==> src/rtl/dma_pkg.sv <==
`default_nettype none
// ===== dma_pkg | shared types and register map for the DMA engine | rev 1.0 =====
package dma_pkg;

  typedef enum logic [2:0] {
    ST_IDLE  = 3'd0,
    ST_ARB   = 3'd1,
    ST_REQ   = 3'd2,
    ST_WAIT  = 3'd3,
    ST_WRITE = 3'd4
  } dma_state_e;

  localparam logic [1:0] REG_SRC_LO = 2'd0;
  localparam logic [1:0] REG_SRC_HI = 2'd1;
  localparam logic [1:0] REG_DST    = 2'd2;
  localparam logic [1:0] REG_CTL    = 2'd3;

  localparam int CTL_FILL_BIT = 15;

endpackage
`default_nettype wire

==> src/rtl/dma_rr_arbiter.sv <==
`default_nettype none
// ===== dma_rr_arbiter | round-robin pick after last grant (combinational) | rev 1.0 =====
module dma_rr_arbiter #(
  parameter int CHANNELS = 2,
  parameter int IDX_W    = 1
) (
  input  logic [CHANNELS-1:0] req,
  input  logic [IDX_W-1:0]    last,
  output logic [CHANNELS-1:0] grant,
  output logic [IDX_W-1:0]    idx
);

  logic found;

  // First pass favours channels above the pointer, second pass wraps around.
  always_comb begin
    grant = '0;
    idx   = '0;
    found = 1'b0;
    for (int i = 0; i < CHANNELS; i++) begin
      if (!found && req[i] && (IDX_W'(i) > last)) begin
        found    = 1'b1;
        grant[i] = 1'b1;
        idx      = IDX_W'(i);
      end
    end
    for (int i = 0; i < CHANNELS; i++) begin
      if (!found && req[i] && (IDX_W'(i) <= last)) begin
        found    = 1'b1;
        grant[i] = 1'b1;
        idx      = IDX_W'(i);
      end
    end
  end

endmodule
`default_nettype wire

==> src/rtl/dma_multi.sv <==
`default_nettype none
// ===== dma_multi | multi-channel ROM copy / constant fill DMA engine | rev 1.0 =====
module dma_multi
  import dma_pkg::*;
#(
  parameter  int CHANNELS   = 2,
  parameter  int ADDR_W     = 16,
  parameter  int ROM_ADDR_W = 23,
  parameter  int DATA_W     = 16,
  parameter  int LEN_W      = 12,
  localparam int IDX_W      = (CHANNELS > 1) ? $clog2(CHANNELS) : 1
) (
  input  logic                  clk,
  input  logic                  rst,
  input  logic                  en,
  input  logic                  write,
  input  logic [1:0]            wr_mode,
  input  logic [IDX_W-1:0]      wr_chan,
  input  logic [DATA_W-1:0]     ctrl_data,
  output logic [ROM_ADDR_W-1:0] src_addr,
  output logic                  load_rom,
  input  logic [DATA_W-1:0]     src_data,
  input  logic                  ready,
  output logic [ADDR_W-1:0]     dst_addr,
  output logic                  dst_write,
  output logic [DATA_W-1:0]     dst_data,
  output logic                  proc_en,
  output logic [CHANNELS-1:0]   busy,
  output logic [CHANNELS-1:0]   done
);

  localparam int HI_W = ROM_ADDR_W - 16;

  logic [ROM_ADDR_W-1:0] ch_src [CHANNELS];
  logic [ADDR_W-1:0]     ch_dst [CHANNELS];
  logic [LEN_W-1:0]      ch_len [CHANNELS];
  logic [CHANNELS-1:0]   ch_fill;

  dma_state_e          state, state_nx;
  logic [IDX_W-1:0]    cur, last;
  logic [CHANNELS-1:0] arb_grant;
  logic [IDX_W-1:0]    arb_idx;
  logic [CHANNELS-1:0] fin;
  logic                host_wr;
  logic                unused_ctrl;

  assign host_wr     = en & write;
  assign unused_ctrl = ^ctrl_data;

  dma_rr_arbiter #(
    .CHANNELS(CHANNELS),
    .IDX_W   (IDX_W)
  ) u_arb (
    .req  (busy),
    .last (last),
    .grant(arb_grant),
    .idx  (arb_idx)
  );

  // Channel finishing its last word in the current WRITE cycle.
  always_comb begin
    fin = '0;
    for (int c = 0; c < CHANNELS; c++) begin
      fin[c] = (state == ST_WRITE) && (cur == IDX_W'(c)) && (ch_len[c] == LEN_W'(1));
    end
  end

  always_comb begin
    state_nx = state;
    case (state)
      ST_IDLE:  if (|busy) state_nx = ST_ARB;
      ST_ARB: begin
        if (!(|arb_grant))       state_nx = ST_IDLE;
        else if (ch_fill[arb_idx]) state_nx = ST_WRITE;
        else                     state_nx = ST_REQ;
      end
      ST_REQ:   state_nx = ST_WAIT;
      ST_WAIT:  if (ready) state_nx = ST_WRITE;
      ST_WRITE: state_nx = (|(busy & ~fin)) ? ST_ARB : ST_IDLE;
      default:  state_nx = ST_IDLE;
    endcase
  end

  // Strobes are decoded from the next state so they are valid for the whole state.
  always_ff @(posedge clk or posedge rst) begin
    if (rst) begin
      state     <= ST_IDLE;
      proc_en   <= 1'b1;
      load_rom  <= 1'b0;
      dst_write <= 1'b0;
    end else begin
      state     <= state_nx;
      proc_en   <= (state_nx == ST_IDLE);
      load_rom  <= (state_nx == ST_REQ);
      dst_write <= (state_nx == ST_WRITE);
    end
  end

  always_ff @(posedge clk or posedge rst) begin
    if (rst) begin
      cur      <= '0;
      last     <= IDX_W'(CHANNELS - 1);
      src_addr <= '0;
      dst_addr <= '0;
      dst_data <= '0;
      busy     <= '0;
      done     <= '0;
      ch_fill  <= '0;
      for (int c = 0; c < CHANNELS; c++) begin
        ch_src[c] <= '0;
        ch_dst[c] <= '0;
        ch_len[c] <= '0;
      end
    end else begin
      if (state == ST_ARB && |arb_grant) begin
        cur      <= arb_idx;
        last     <= arb_idx;
        src_addr <= ch_src[arb_idx];
        dst_addr <= ch_dst[arb_idx];
        if (ch_fill[arb_idx]) dst_data <= DATA_W'(ch_src[arb_idx][15:0]);
      end
      if (state == ST_WAIT && ready) dst_data <= src_data;

      for (int c = 0; c < CHANNELS; c++) begin
        if (state == ST_WRITE && cur == IDX_W'(c)) begin
          ch_dst[c] <= ch_dst[c] + ADDR_W'(1);
          if (!ch_fill[c]) ch_src[c] <= ch_src[c] + ROM_ADDR_W'(1);
          ch_len[c] <= ch_len[c] - LEN_W'(1);
          if (fin[c]) begin
            busy[c] <= 1'b0;
            done[c] <= 1'b1;
          end
        end
        // Host writes only land on idle channels, so they never race the engine.
        if (host_wr && wr_chan == IDX_W'(c) && !busy[c]) begin
          case (wr_mode)
            REG_SRC_LO: ch_src[c][15:0]            <= ctrl_data[15:0];
            REG_SRC_HI: ch_src[c][ROM_ADDR_W-1:16] <= ctrl_data[HI_W-1:0];
            REG_DST:    ch_dst[c]                  <= ctrl_data[ADDR_W-1:0];
            REG_CTL: begin
              ch_len[c]  <= ctrl_data[LEN_W-1:0];
              ch_fill[c] <= ctrl_data[CTL_FILL_BIT];
              if (ctrl_data[LEN_W-1:0] == '0) begin
                busy[c] <= 1'b0;
                done[c] <= 1'b1;
              end else begin
                busy[c] <= 1'b1;
                done[c] <= 1'b0;
              end
            end
            default: ;
          endcase
        end
      end
    end
  end

endmodule
`default_nettype wire

==> config.mk <==
export PLATFORM = sky130hd
export DESIGN_NAME = dma_multi
export DESIGN_NICKNAME = d
export VERILOG_FILES = /design/src/rtl/dma_pkg.sv /design/src/rtl/dma_rr_arbiter.sv /design/src/rtl/dma_multi.sv
export SDC_FILE = /design/constraint.sdc
export NUM_CORES = 1
export LEC_CHECK = 0
export CORE_MARGIN = 5
export CORE_UTILIZATION = 58
export DETAILED_ROUTE_END_ITERATION = 6
export DONT_BUFFER_PORTS = 1
export PLACE_DENSITY = 0.79
export RECOVER_POWER = 100
export SLEW_MARGIN = 20
export SYNTH_ARGS = -nofsm -noshare
export SYNTH_HDL_FRONTEND = slang
export SYNTH_HIERARCHICAL = 1
export SYNTH_SLANG_ARGS = --single-unit
==> constraint.sdc <==
create_clock -name clk -period 6.2 [get_ports clk]
set_clock_uncertainty 0.15 [all_clocks]
set_input_delay 1.24 -clock clk [delete_from_list [all_inputs] [get_ports clk]]
set_output_delay 1.24 -clock clk [all_outputs]
set_load 0.01 [all_outputs]
==> results of run 1 <==
==> flip-flops by register name (all words and copies together) (netlist names) <==
register and count:
load_rom 1, proc_en 1, last 1, cur 1
dst_data 16, ch_len 24, dst_write 1, ch_src 46
done 2, state 3, busy 2, src_addr 23
ch_dst 32, ch_fill 2, dst_addr 16
==> cell usage after synthesis, types with 22 or more instances <==
cell                       instances
sky130_fd_sc_hd__dfrtp_1         169
sky130_fd_sc_hd__o31ai_1          30
sky130_fd_sc_hd__nand3_1          26
sky130_fd_sc_hd__mux2i_1          41
sky130_fd_sc_hd__a21oi_1          35
sky130_fd_sc_hd__o21ai_0         105
sky130_fd_sc_hd__nand4_1          22
sky130_fd_sc_hd__or3_1            24
sky130_fd_sc_hd__or4_1            34
sky130_fd_sc_hd__nor2_1          102
sky130_fd_sc_hd__clkbuf_1         52
sky130_fd_sc_hd__xnor2_1          26
sky130_fd_sc_hd__nand2_1         147
sky130_fd_sc_hd__a31oi_1          52
==> layer usage <==
metal / vias up / GRT usage, % / part of all wire (%)
li1: 3582 / - / -
met1: 3557 / 34.9 / 42
met2: 255 / 41.2 / 48
met3: 48 / 5.96 / 8.0
met4: 0 / 9.39 / 2.5
met5: - / 0 / 0
==> cells by family (layout without fill, tap and decap cells) <==
| group | Yosys count | in the layout | share of synthesized area (%) |
|---|---|---|---|
| AO/OA/AOI/OAI | 239 | 239 | 15.5 |
| multiplexers | 42 | 42 | 4.68 |
| AND/OR/NAND/NOR | 422 | 422 | 23.0 |
| XOR/XNOR | 46 | 46 | 4.47 |
| buffers and inverters | 86 | 62 | 3.78 |
| flip-flops | 171 | 171 | 47.5 |
| adder cells (fa/ha/maj) | 8 | 8 | 1.11 |
==> critical path, delay by kind of cell (launching register included) <==
family                 cells  cell delay, ns
multiplexers               1            0.67
AO/OA/AOI/OAI              3            0.56
buffers and inverters      1            2.15
flip-flops                 1            0.58
AND/OR/NAND/NOR            1            0.21
==> power by group through the flow <==
stage               combinational, mW  clock [mW]  sequential [mW]
global placement                 1.43           0             2.13
detailed placement               1.50           0             2.14
CTS                              1.50        1.04             2.13
global route                     1.75        1.09             2.20
floorplan                        1.25           0             1.96
finish                           1.52        1.03             2.13
==> per-stage QoR <==
stage,power (mW),cell area (sq um),cells,hold slack [ns],utilization [%]
after floorplan,3.22,9010,1014,0.301,-
after global placement,3.56,9080,1145,0.331,59.8
after detailed placement,3.64,9100,1145,0.339,59.8
after CTS,4.67,9660,1177,0.347,63.5
after global routing,5.04,9640,1178,0.379,63.4
final,4.68,9640,1178,0.344,63.4
==> how the worst max path moves through the flow <==
stage	to	slack, ns	startpoint	depth (start not counted)
3_5_place_dp	ch_dst[28]$_DFF_PP0_	2.65	en	4
2_1_floorplan	busy[0]$_DFF_PP0_	0.18	rst	1
4_1_cts	ch_dst[29]$_DFF_PP0_	3.09	en	4
6_report	dst_data[0]$_DFFE_PP0P_	1.77	busy[1]$_DFF_PP0_	6
3_3_place_gp	ch_src[28]$_DFF_PP0_	2.71	en	4
5_1_grt	dst_data[0]$_DFFE_PP0P_	1.44	busy[1]$_DFF_PP0_	6
==> area by class of cell <==
| type | count | area share (%) |
|---|---|---|
| clock inverters | 14 | 1.39 |
| clock buffers | 18 | 4.45 |
| inverters | 22 | 0.870 |
| flip-flops and latches | 171 | 44.4 |
| well taps | 188 | 2.44 |
| multi-input cells | 757 | 45.9 |
| repair buffers | 8 | 0.506 |
==> reports/results.txt, run 1 <==
The flow ran to the end, but the final reports show violations. The checks that failed: capacitance limit, slew limit. Of the total power, the share spent switching nets is 40.9%.

Worst reg2reg path depth: 6. In the post-synthesis netlist, the biggest area contributors are sky130_fd_sc_hd__dfrtp_1, sky130_fd_sc_hd__nand2_1, sky130_fd_sc_hd__o21ai_0. Setup violations remaining at the end of the flow were counted as 0. The aggregate global-route resource usage came out at 25.9%.

The run gives 4430 sq um as the combined area of the multi-input logic cells. Registers take 4280 sq um. For this run, asynchronously set or reset flops after synthesis account for 100%. In this run the most critical hold path is launched from last$_DFFE_PP1P_.

Detailed routing inserted a total of 7442 vias. Entering global routing, the biggest net connects 84 pins. The maximum frequency from static timing analysis was 0.226 GHz; the number of global-route vias before repair was 7092.

STA classifies the critical path endpoint as a flop. The buffer levels on the longest clock path is 2. The tools report the number of DRC markers after the initial detailed-route iteration as 682.

Across the run, the number of max-cap violations was 3. During synthesis, Yosys emitted a total of 6 warnings. Buffers added to address setup during post-CTS repair amount to 0. The number of clock buffers added by TritonCTS is 17. For the level count of the clock H-tree, the log shows 4. The logs give 0 for the final number of hold-violating endpoints and 55 for the number of different library cells in the post-synthesis netlist. In this run the remaining antenna-violating nets after routing total 0. Measured against its own limit, the worst slew margin works out to -146%. During I/O placement, the number of pins put on the boundary was 102. Among the stages of the critical path, the cell type that occurs most often is sky130_fd_sc_hd__o21ai_0. For this run, the detailed router's first-pass iteration total came to 5.

VDD sags by at most 0.249 mV. The average via count per standard cell works out to 6.32. TritonCTS built the clock tree. For the pin with the worst max-slew slack, the measured transition is 3.67 ns.

At the worst endpoint, the required time is 6.39 ns. The path with the worst hold slack has its endpoint at last$_DFFE_PP1P_. The logs give 2.65 ns for the minimum setup slack after placement and 3.91 nW for the reported leakage power. Summed over all nets, the switching power comes to 1.91 mW. In this run, synthesis produced a sequential element count of 171. The horizontal die dimension came out at 135 um. The logs give 15200 sq um for the total core area and 0 for the quantity of gates resized following cts. Counting instances, the worst hold path has a depth of 2. Across all setup checks in the final design, the least slack found is 1.77 ns. The worst path uses 71.5% of the clock period.

The logic gate share of total power is 32.5%. The largest single stage delay on the critical path is 2.15 ns. Overflow left after global routing: 0. Cells with a size suffix above 1 make up 4.95% of the layout. The top cell types in the final layout, fill and taps aside, are sky130_fd_sc_hd__dfrtp_1, sky130_fd_sc_hd__nand2_1, sky130_fd_sc_hd__o21ai_0, sky130_fd_sc_hd__nor2_1, sky130_fd_sc_hd__a31oi_1. The count of input and output buffers came out at 0. The start of the worst register-to-register path was busy[1]$_DFF_PP0_.

The run gives 15600 um as the estimated wirelength of the detail-placed design. The type of the setup path with the least slack was reg2reg. The area growth from synthesis to layout is 6.94%. The arrival time of the worst setup path was 4.62 ns; the insertion delay of the later-clocked pin in the worst-skew pair was 0.44 ns. The tools report the net count of the mapped netlist as 1062.

The number of antenna diodes in the final layout is 0. Setup total negative slack on the finished layout was measured at 0 ns. The area share of the leading cell type in the synthesized netlist was 46.9%; the internal portion of total power was 2.76 mW. Summed over all layers, the routed wires come to 22800 um. The dominant register cell in the synthesized netlist was sky130_fd_sc_hd__dfrtp_1. Registers are responsible for 45.5% of the overall power. The root buffer cell chosen for the clock tree is sky130_fd_sc_hd__clkbuf_16. Leading cell type in the layout, fill and taps excluded: sky130_fd_sc_hd__dfrtp_1. Dividing the detail-routed wire length by the instance count gives 19.4 um. The number of buffers added to fix hold violations after cts was 0; the post-synthesis average cell area was 8.89 sq um. The run gives 192 as the number of max-slew violations in the final report. The time the final worst path needs with I/O delays and setup was 4.43 ns. sky130_fd_sc_hd__dfrtp_1 takes more of the synthesized area than any other cell. Starting density of the core: 59.3%. The ratio of total power to cell area works out to 485 nW/um^2. For this run, design rule violations remaining after detail routing come to 0. The run gives 22.0% as the clock network power share.

Clock-pin slew was measured on the worst setup and hold paths at 0.07 ns. Setup slack on the worst reg-to-reg path comes out at 1.77 ns. The die is 135 um tall.

The die covers 18100 sq um. The count of fill cells added during filler insertion was 1245; the total clock sinks was 171. For this run, the register share of the synthesized area comes to 47.5%. The initial antenna violation count is 0. Class of the most critical hold timing path: reg2reg. The biggest fanout along the worst timing path came out at 40. The tools report the count of mapped cells out of synthesis as 1014. The endpoint of the worst register-to-register path was dst_data[0]$_DFFE_PP0P_. Routability-driven placement finished with a final weighted congestion of 0.873. Worst-path cell with the longest stage delay: sky130_fd_sc_hd__clkbuf_1.

The post-synthesis cell area came out at 9010 sq um. The tools report the wire length of the first global-routing pass as 37300 um. Setup repair after global routing left no endpoint under its margin. The number of synthesized flops with an enable pin is 0.

Walking the worst path, the cells encountered are a21boi_4 -> clkbuf_1 -> mux2i_1 -> nand2_1 -> o21ai_0 -> o21ai_0. The initialized floorplan defines 45 standard-cell rows. The worst setup path is launched from a flop. The final layout contains 1025 nets.
Note: power is estimated with default switching activity, not from simulation.
==> run 2: changes to the inputs <==
- ABC_AREA: unset -> 1
- clock period: 6.2 -> 4 ns (I/O delays scaled with it)
==> reports/results.txt, run 2 <==
The run gives 19400 sq um as the die area. TritonCTS created 17 clock buffers. In this run the horizontal extent of the chip is 139 um. In the final layout, the registers with the most flip-flops are ch_src x46, ch_dst x32, ch_len x24. Sorting the synthesized cells by how often they occur yields sky130_fd_sc_hd__nand2_1, sky130_fd_sc_hd__dfrtp_1, sky130_fd_sc_hd__inv_1, sky130_fd_sc_hd__nor2_1, sky130_fd_sc_hd__o21ai_0. The worst-margin pin slew was 1.52 ns; the biggest fanout along the worst timing path was 20.

TritonCTS built the clock tree. On the final layout, the worst hold slack is 0.338 ns. In the synthesized netlist the async set-or-reset flop fraction comes to 100%.

The synthesized design contains 171 register bits. For the aggregate global-route resource usage, the log shows 27.9%. The library cell used most frequently in the layout, excluding fill and tap cells, is sky130_fd_sc_hd__nand2_1. The switching part of the total power was 40.2%. The sum of negative setup slack came out at 0 ns. For this run, the top clock speed supported by timing is 0.314 GHz. The tightest min-delay check is of the in2reg type.

Summed over all instances, the cell type with the most area after synthesis is sky130_fd_sc_hd__dfrtp_1. Post-CTS timing repair inserted 0 buffers for setup. The logs give 8726 for the number of vias after detailed routing and 44.2% for the portion of the post-synthesis area used by sequential elements.

Traced cell by cell, the critical path runs through buf_4 -> nor2_1 -> nand2_2 -> nor2_1 -> nand3_1 -> nor2_2 -> nand4_1 -> nand3_1 -> o21ai_0. The net count of the mapped netlist is 1355. The count of unresolved DRC violations after routing is 0. Summing all placed instances gives a cell area of 9870 sq um. Each instance of the synthesized netlist takes up on average 7.42 sq um. The number of diodes added for antenna fixing is 0, and the routed length per instance is 17.7 um.

The wire length of the first global-routing pass was 43200 um. Most repeated cell in the gate-level netlist after synthesis: sky130_fd_sc_hd__nand2_1. From bottom edge to top edge, the die measures 139 um. The wire-length estimate of the detail-placed layout is 19600 um. The initial antenna violation count is 0, and the average via count per standard cell is 5.73.

For the worst setup path, the data arrival time is 3.32 ns. The share of synthesized area in the top cell type comes to 43.6%. Timing analysis after detailed placement gives a worst setup slack of 1.37 ns. The checks that failed: capacitance limit, slew limit. 102 I/O pins were placed. The total clock sinks is 171. The final critical-path setup slack is 0.820 ns.

The number of max-slew violations in the final report is 36. The register with the most flip-flops in the layout has 46 of them. Counting cells, the worst reg-to-reg path comes to 9. For this design the ratio of total power to cell area is 601 nW/um^2.

Across the VDD grid, the largest voltage drop is 0.384 mV. In the final design database the tool counted 1337 nets. The endpoint type of the worst setup path was a flop. The logs give 1455 for the count of fill cells added during filler insertion and 6 for the detailed-routing iteration count for the pre-antenna-repair pass. After clock tree synthesis, the flow added hold-fix buffers numbering 0.

Highest cell delay on the worst timing path: 0.80 ns. The run finished, with violations left. Excluding fillers, the count of instances in the completed layout stands at 1522. The H-tree was split into 4 levels.

The clock passes through at most 2 buffers. Of the total power, registers draw 43.6%. Leaving out fill and tap cells, the most frequent cells in the layout are sky130_fd_sc_hd__nand2_1, sky130_fd_sc_hd__dfrtp_1, sky130_fd_sc_hd__inv_1, sky130_fd_sc_hd__nor2_1, sky130_fd_sc_hd__o21ai_0.

The tools report the overflow left after global routing as 0. Input and output buffers added on the ports amount to 0. The synthesis-to-finish area growth is 5.90%. The worst setup path is launched from a flop. The count of mapped cells out of synthesis was 1307.

Setup repair after global routing left no endpoint under its margin. Number of stages on the worst hold path: 2. The detail route stage leaves a number of antenna-violating nets equal to 0.

Among all stages on the critical path, the largest delay is contributed by sky130_fd_sc_hd__nor2_1. The floorplan has 47 rows. Summing all non-filler instances in the final layout gives an area of 10300 sq um. Of the available clock period, the critical path in the final layout requires 79.5%. By startpoint and endpoint, the worst setup path is classified as reg2reg. The fraction of layout instances using a drive strength above 1 is 4.69%. The starting density of the core is 58.9%.

The later pin in the worst-skew pair is clocked with a latency of 0.43 ns. Setup violations remaining at the end of the flow were counted as 0. The total core area was 16500 sq um. The final number of hold-violating endpoints came out at 0. The logs give 83 for the largest net degree at the start of global routing and 4.14 ns for the data required time at the worst endpoint. Counting flops per register, the top entry is ch_src.

The count of warnings emitted by yosys came out at 6. Summed over all nets, the switching power comes to 2.48 mW. The tools report the weighted congestion reported at the end of routability-driven placement as 0.971. The dominant register cell in the synthesized netlist was sky130_fd_sc_hd__dfrtp_1. Post-synthesis cell area: 9700 sq um.

The tools report the headroom to the max-slew limit as -1.64%. The run gives 0 as the quantity of gates resized following cts. The analysis attributes to cell leakage a power of 4.82 nW. The number of max-cap violations is 1. The routed design could run at a clock period as short as 3.18 ns.

The number of synthesized flops with an enable pin is 0, and the clock network power share is 27.1%. Cells fill 62.4% of the core in the end. Clock tree synthesis selected as its root buffer the cell sky130_fd_sc_hd__clkbuf_16. The number of global-route vias before repair is 7951, and the total power is 6.17 mW.

The total wire length was 26900 um; the logic gate share of total power was 29.3%. The tools report the number of DRC markers after the initial detailed-route iteration as 989. Number of different library cells in the post-synthesis netlist: 44.

Ranked by total cell area, the synthesized netlist is headed by sky130_fd_sc_hd__dfrtp_1, sky130_fd_sc_hd__nand2_1, sky130_fd_sc_hd__o21ai_0. The clock-pin slew on the worst setup and hold paths works out to 0.07 ns. The internal portion of total power was 3.69 mW.

In this run, placement finished with an instance count of 1490.
==> run 2: cell types whose count changed after synthesis, sizes merged, moves of 31 or more <==
| cell | before | now |
|---|---|---|
| mux2i | 41 | 0 |
| nand3 | 26 | 69 |
| nor2 | 102 | 144 |
| o21ai | 105 | 136 |
| a31oi | 52 | 21 |
| inv | 21 | 144 |
| or4 | 35 | 0 |
| nand2 | 147 | 395 |
==> run 2: worst max-delay path, delay by kind of cell, from the launching register on <==
family                 cells  cell delay (ns)
AO/OA/AOI/OAI              1             0.09
buffers and inverters      1             0.20
flip-flops                 1             0.36
AND/OR/NAND/NOR            7             2.24
==> run 2: cells by family (layout without fill, tap and decap cells) <==
kind of cell             count (synthesis)  count (layout)  share of synthesized area, %
multiplexers                             3               3                         0.348
AO/OA/AOI/OAI                          211             211                          11.7
adder cells (fa/ha/maj)                  8               8                          1.03
flip-flops                             171             171                          44.2
buffers and inverters                  189             184                          7.72
AND/OR/NAND/NOR                        685             685                          31.4
XOR/XNOR                                40              40                          3.61
==> run 2: path summary, 6_finish.rpt <==
| kind | start | to | slack [ns] |
|---|---|---|---|
| worst min-delay path | ctrl_data[15] | ch_src[38]$_DFF_PP0_ | 0.34 |
| worst min register to register | last$_DFFE_PP1P_ | last$_DFFE_PP1P_ | 0.36 |
| max in group asynchronous | rst | ch_src[4]$_DFF_PP0_ | 1.28 |
| min in group asynchronous | rst | dst_addr[2]$_DFFE_PP0P_ | 0.45 |
| worst max-delay path | state[0]$_DFF_PP0_ | ch_dst[30]$_DFF_PP0_ | 0.82 |
| worst max register to register | state[0]$_DFF_PP0_ | ch_dst[30]$_DFF_PP0_ | 0.82 |
==> run 2: power groups by stage <==
stage	Combinational, mW	Sequential [mW]	Clock, mW
3_3_place_gp	1.79	2.73	0
2_1_floorplan	1.53	2.60	0
5_1_grt	2.09	2.75	1.76
3_5_place_dp	1.85	2.74	0
4_1_cts	1.87	2.71	1.68
6_report	1.81	2.69	1.67
==> run 2: layout make-up <==
type                    instances  area, sq um  share of cell area [%]
clock inverters                15          160                    1.56
repair buffers                  7         55.1                   0.536
inverters                     145          546                    5.31
well taps                     220          275                    2.68
flip-flops and latches        171         4280                    41.7
multi-input cells             947         4520                    44.1
clock buffers                  17          425                    4.14
==> run 2: routing by layer <==
metal / up-vias / global-route usage [%] / wire (um)
li1: 4186 / - / -
met2: 374 / 41.6 / 11800
met5: - / 0 / 0
met4: 0 / 7.98 / 532
met1: 4129 / 40.1 / 11700
met3: 37 / 7.58 / 2850
==> run 3: changes to the inputs <==
- ABC_AREA: 1 -> 0
- clock period: 4 -> 2.78 ns (I/O delays scaled with it)
==> reports/results.txt, run 3 (synthesis results as in run 1) <==
The run finished, with violations left. The final reports fail on capacitance limit, slew limit. For hold timing, the worst endpoint is ch_len[13]$_DFF_PP0_. Hold is met by 0.0777 ns.

Once placement completed, the tool counted placed cells totaling 1169. The number of DRC markers after the initial detailed-route iteration came out at 747. The total clock sinks was 171. At the worst endpoint, the required time is 2.99 ns.

The detail route stage leaves a number of antenna-violating nets equal to 0. The tools report the number of rows created at floorplan as 45. Ranked by flip-flop count, first place goes to ch_src. The first global-routing pass estimated 38400 um of wire. For this run the aggregate overflow at the end of global routing stands at 0.

Routability-driven placement finished with a final weighted congestion of 0.868. At the end of the flow, the number of nets in the layout was 1049. Sequential cells burn 43.5% of the power.

For the aggregate global-route resource usage, the log shows 26.5%. Entering global routing, the biggest net connects 97 pins. Clock network power share: 24.1%. The slowest stage of the critical path is the sky130_fd_sc_hd__or4_1 cell. The beginning of the worst hold path is ctrl_data[1]. Timing would allow up to 0.382 GHz.

Setup violations remaining at the end of the flow were counted as 0. The die covers 18100 sq um. The endpoint type of the worst setup path was a flop. The fraction of layout instances using a drive strength above 1 works out to 6.61%. The start of the worst register-to-register path was cur$_DFFE_PP0P_. For the number of diodes added for antenna fixing, the log shows 0. The total power came out at 10.7 mW.

The final number of hold-violating endpoints was 0. For this design the top-level I/O count stands at 102. Once the floorplan was initialized, standard cells occupied 59.3% of the core.

For the quantity of gates resized following cts, the log shows 0. Adding up every negative setup slack in the final design gives 0 ns. Leaving out filler cells and counting taps, the final layout contains 1202.

For the initial antenna violation count, the log shows 0. For flop-to-flop paths, the worst setup slack is 0.16 ns. Clock tree synthesis selected as its root buffer the cell sky130_fd_sc_hd__clkbuf_16. The count of buffers added on input and output ports is 0. The final critical path takes up 94.1% of the cycle. The worst-margin pin slew works out to 1.55 ns. In the final layout, the registers with the most flip-flops are ch_src x46, ch_dst x32, ch_len x24. Measured along the y axis, the die boundary spans 135 um. The worst register-to-register path ends at ch_src[32]$_DFF_PP0_. Across all layers, the routed design uses 7580 vias. Setup repair after global routing left no endpoint under its margin.

Among the stages of the critical path, the cell type that occurs most often is sky130_fd_sc_hd__or4_1. The top cell types in the final layout, fill and taps aside, are sky130_fd_sc_hd__dfrtp_1, sky130_fd_sc_hd__nand2_1, sky130_fd_sc_hd__o21ai_0, sky130_fd_sc_hd__nor2_1, sky130_fd_sc_hd__a31oi_1. TritonCTS created 17 clock buffers. Number of max-cap violations: 1.

The ratio of total power to cell area was 1090 nW/um^2. Before antenna repair, the detailed router went through 7 iterations. The class of the most critical hold timing path is in2reg.

The library cell used most frequently in the layout, excluding fill and tap cells, is sky130_fd_sc_hd__dfrtp_1. Across the VDD grid, the largest voltage drop is 0.563 mV. Clock-pin slew on the worst setup and hold paths: 0.07 ns. The analysis attributes to cell leakage a power of 4.01 nW. For the worst flop-to-flop path, the logic depth is 4.

The run gives 2.83 ns as the arrival time of the worst setup path. Dividing the detail-routed wire length by the instance count gives 19.3 um. The headroom to the max-slew limit was -3.44%; the estimated wirelength of the detail-placed design was 16000 um. The clock reaches the later pin of the worst-skew pair after 0.44 ns. The critical path goes through or4b_4 -> or4_1 -> or4_1 -> a31oi_1.

Logic gate share of total power: 32.4%. In this run the worst path has a maximum fanout of 10. The critical path startpoint category was a flop.

TritonCTS built the clock tree. The tools report the number of global-route vias before repair as 7395. The largest single stage delay on the critical path is 0.70 ns. The placed instances occupy a cell area of 9280 sq um. The switching part of the total power was 40.0%; the post-route standard cell area excluding fillers was 9820 sq um.

After detailed routing, the number of vias per cell comes to 6.31. The die is 135 um wide. The number of stages on the worst hold path came out at 2. The buffer levels on the longest clock path was 2; the count of fill cells added during filler insertion was 1284. The type of the setup path with the least slack is reg2reg. The core region is 15200 sq um. The area growth from synthesis to layout is 8.99%. Summed over all nets, the switching power comes to 4.29 mW.

The level count of the clock H-tree is 4. The run gives 28 as the number of max-slew violations in the final report. The flip-flop count of the largest register after layout works out to 46.

The final layout contains routed wiring with a total length of 23200 um. In the routed design, unresolved DRC markers number 0. Counting I/O delays and the setup requirement, the final critical path takes 2.62 ns. The internal power of the cells totals 6.43 mW.
==> run 3: final cells by class <==
type / count / area, sq um / share of cell area, %
multi-input cells: 757 / 4400 / 44.8
flip-flops and latches: 171 / 4280 / 43.6
clock buffers: 17 / 425 / 4.33
well taps: 188 / 235 / 2.39
clock inverters: 15 / 209 / 2.13
repair buffers: 32 / 188 / 1.91
inverters: 22 / 83.8 / 0.853
==> run 3: worst max-delay path by stage <==
stage,start,end,slack (ns),depth (start not counted)
after floorplan,rst,busy[0]$_DFF_PP0_,-0.11,1
after global placement,state[1]$_DFF_PP0_,ch_src[39]$_DFF_PP0_,0.27,5
after detailed placement,cur$_DFFE_PP0P_,ch_src[39]$_DFF_PP0_,0.24,5
after CTS,cur$_DFFE_PP0P_,ch_src[39]$_DFF_PP0_,0.22,5
after global routing,busy[1]$_DFF_PP0_,dst_data[14]$_DFFE_PP0P_,0.05,5
final,cur$_DFFE_PP0P_,ch_src[32]$_DFF_PP0_,0.16,4
==> run 3: critical path: cells and delay by family (launching register included) <==
family | cells | cell delay [ns]
DFF | 1 | 0.43
AOI/OAI and AO/OA | 1 | 0.17
and+or+nand+nor | 3 | 1.78
==> run 3: timing repair <==
item,4_1_cts,5_1_grt
buffers inserted,0,0
hold buffers,1,0
endpoints found under the hold margin,45,0
==> run 3: routing by layer <==
metal / wire length [um] / global-route usage [%] / up-vias / share of wire [%]
met5: 0 / 0 / - / 0
met2: 11200 / 43.7 / 250 / 48
met4: 602 / 8.60 / 0 / 2.6
met1: 9560 / 34.3 / 3670 / 41
li1: - / - / 3614 / -
met3: 1830 / 6.78 / 46 / 7.9
==> run 3: metrics by stage <==
| step | setup slack, ns | util [%] |
|---|---|---|
| global placement | 0.268 | 61.0 |
| detailed placement | 0.238 | 61.0 |
| CTS | 0.218 | 65.3 |
| finish | 0.164 | 64.6 |
| global route | 0.0528 | 64.6 |
| floorplan | -0.107 | - |
==> run 3: power groups by stage <==
| stage | combinational [mW] | clock (mW) | sequential (mW) |
|---|---|---|---|
| global placement | 3.36 | 0 | 4.69 |
| detailed placement | 3.50 | 0 | 4.72 |
| floorplan | 2.79 | 0 | 4.38 |
| CTS | 3.53 | 2.59 | 4.68 |
| finish | 3.48 | 2.58 | 4.67 |
| global route | 3.99 | 2.71 | 4.83 |
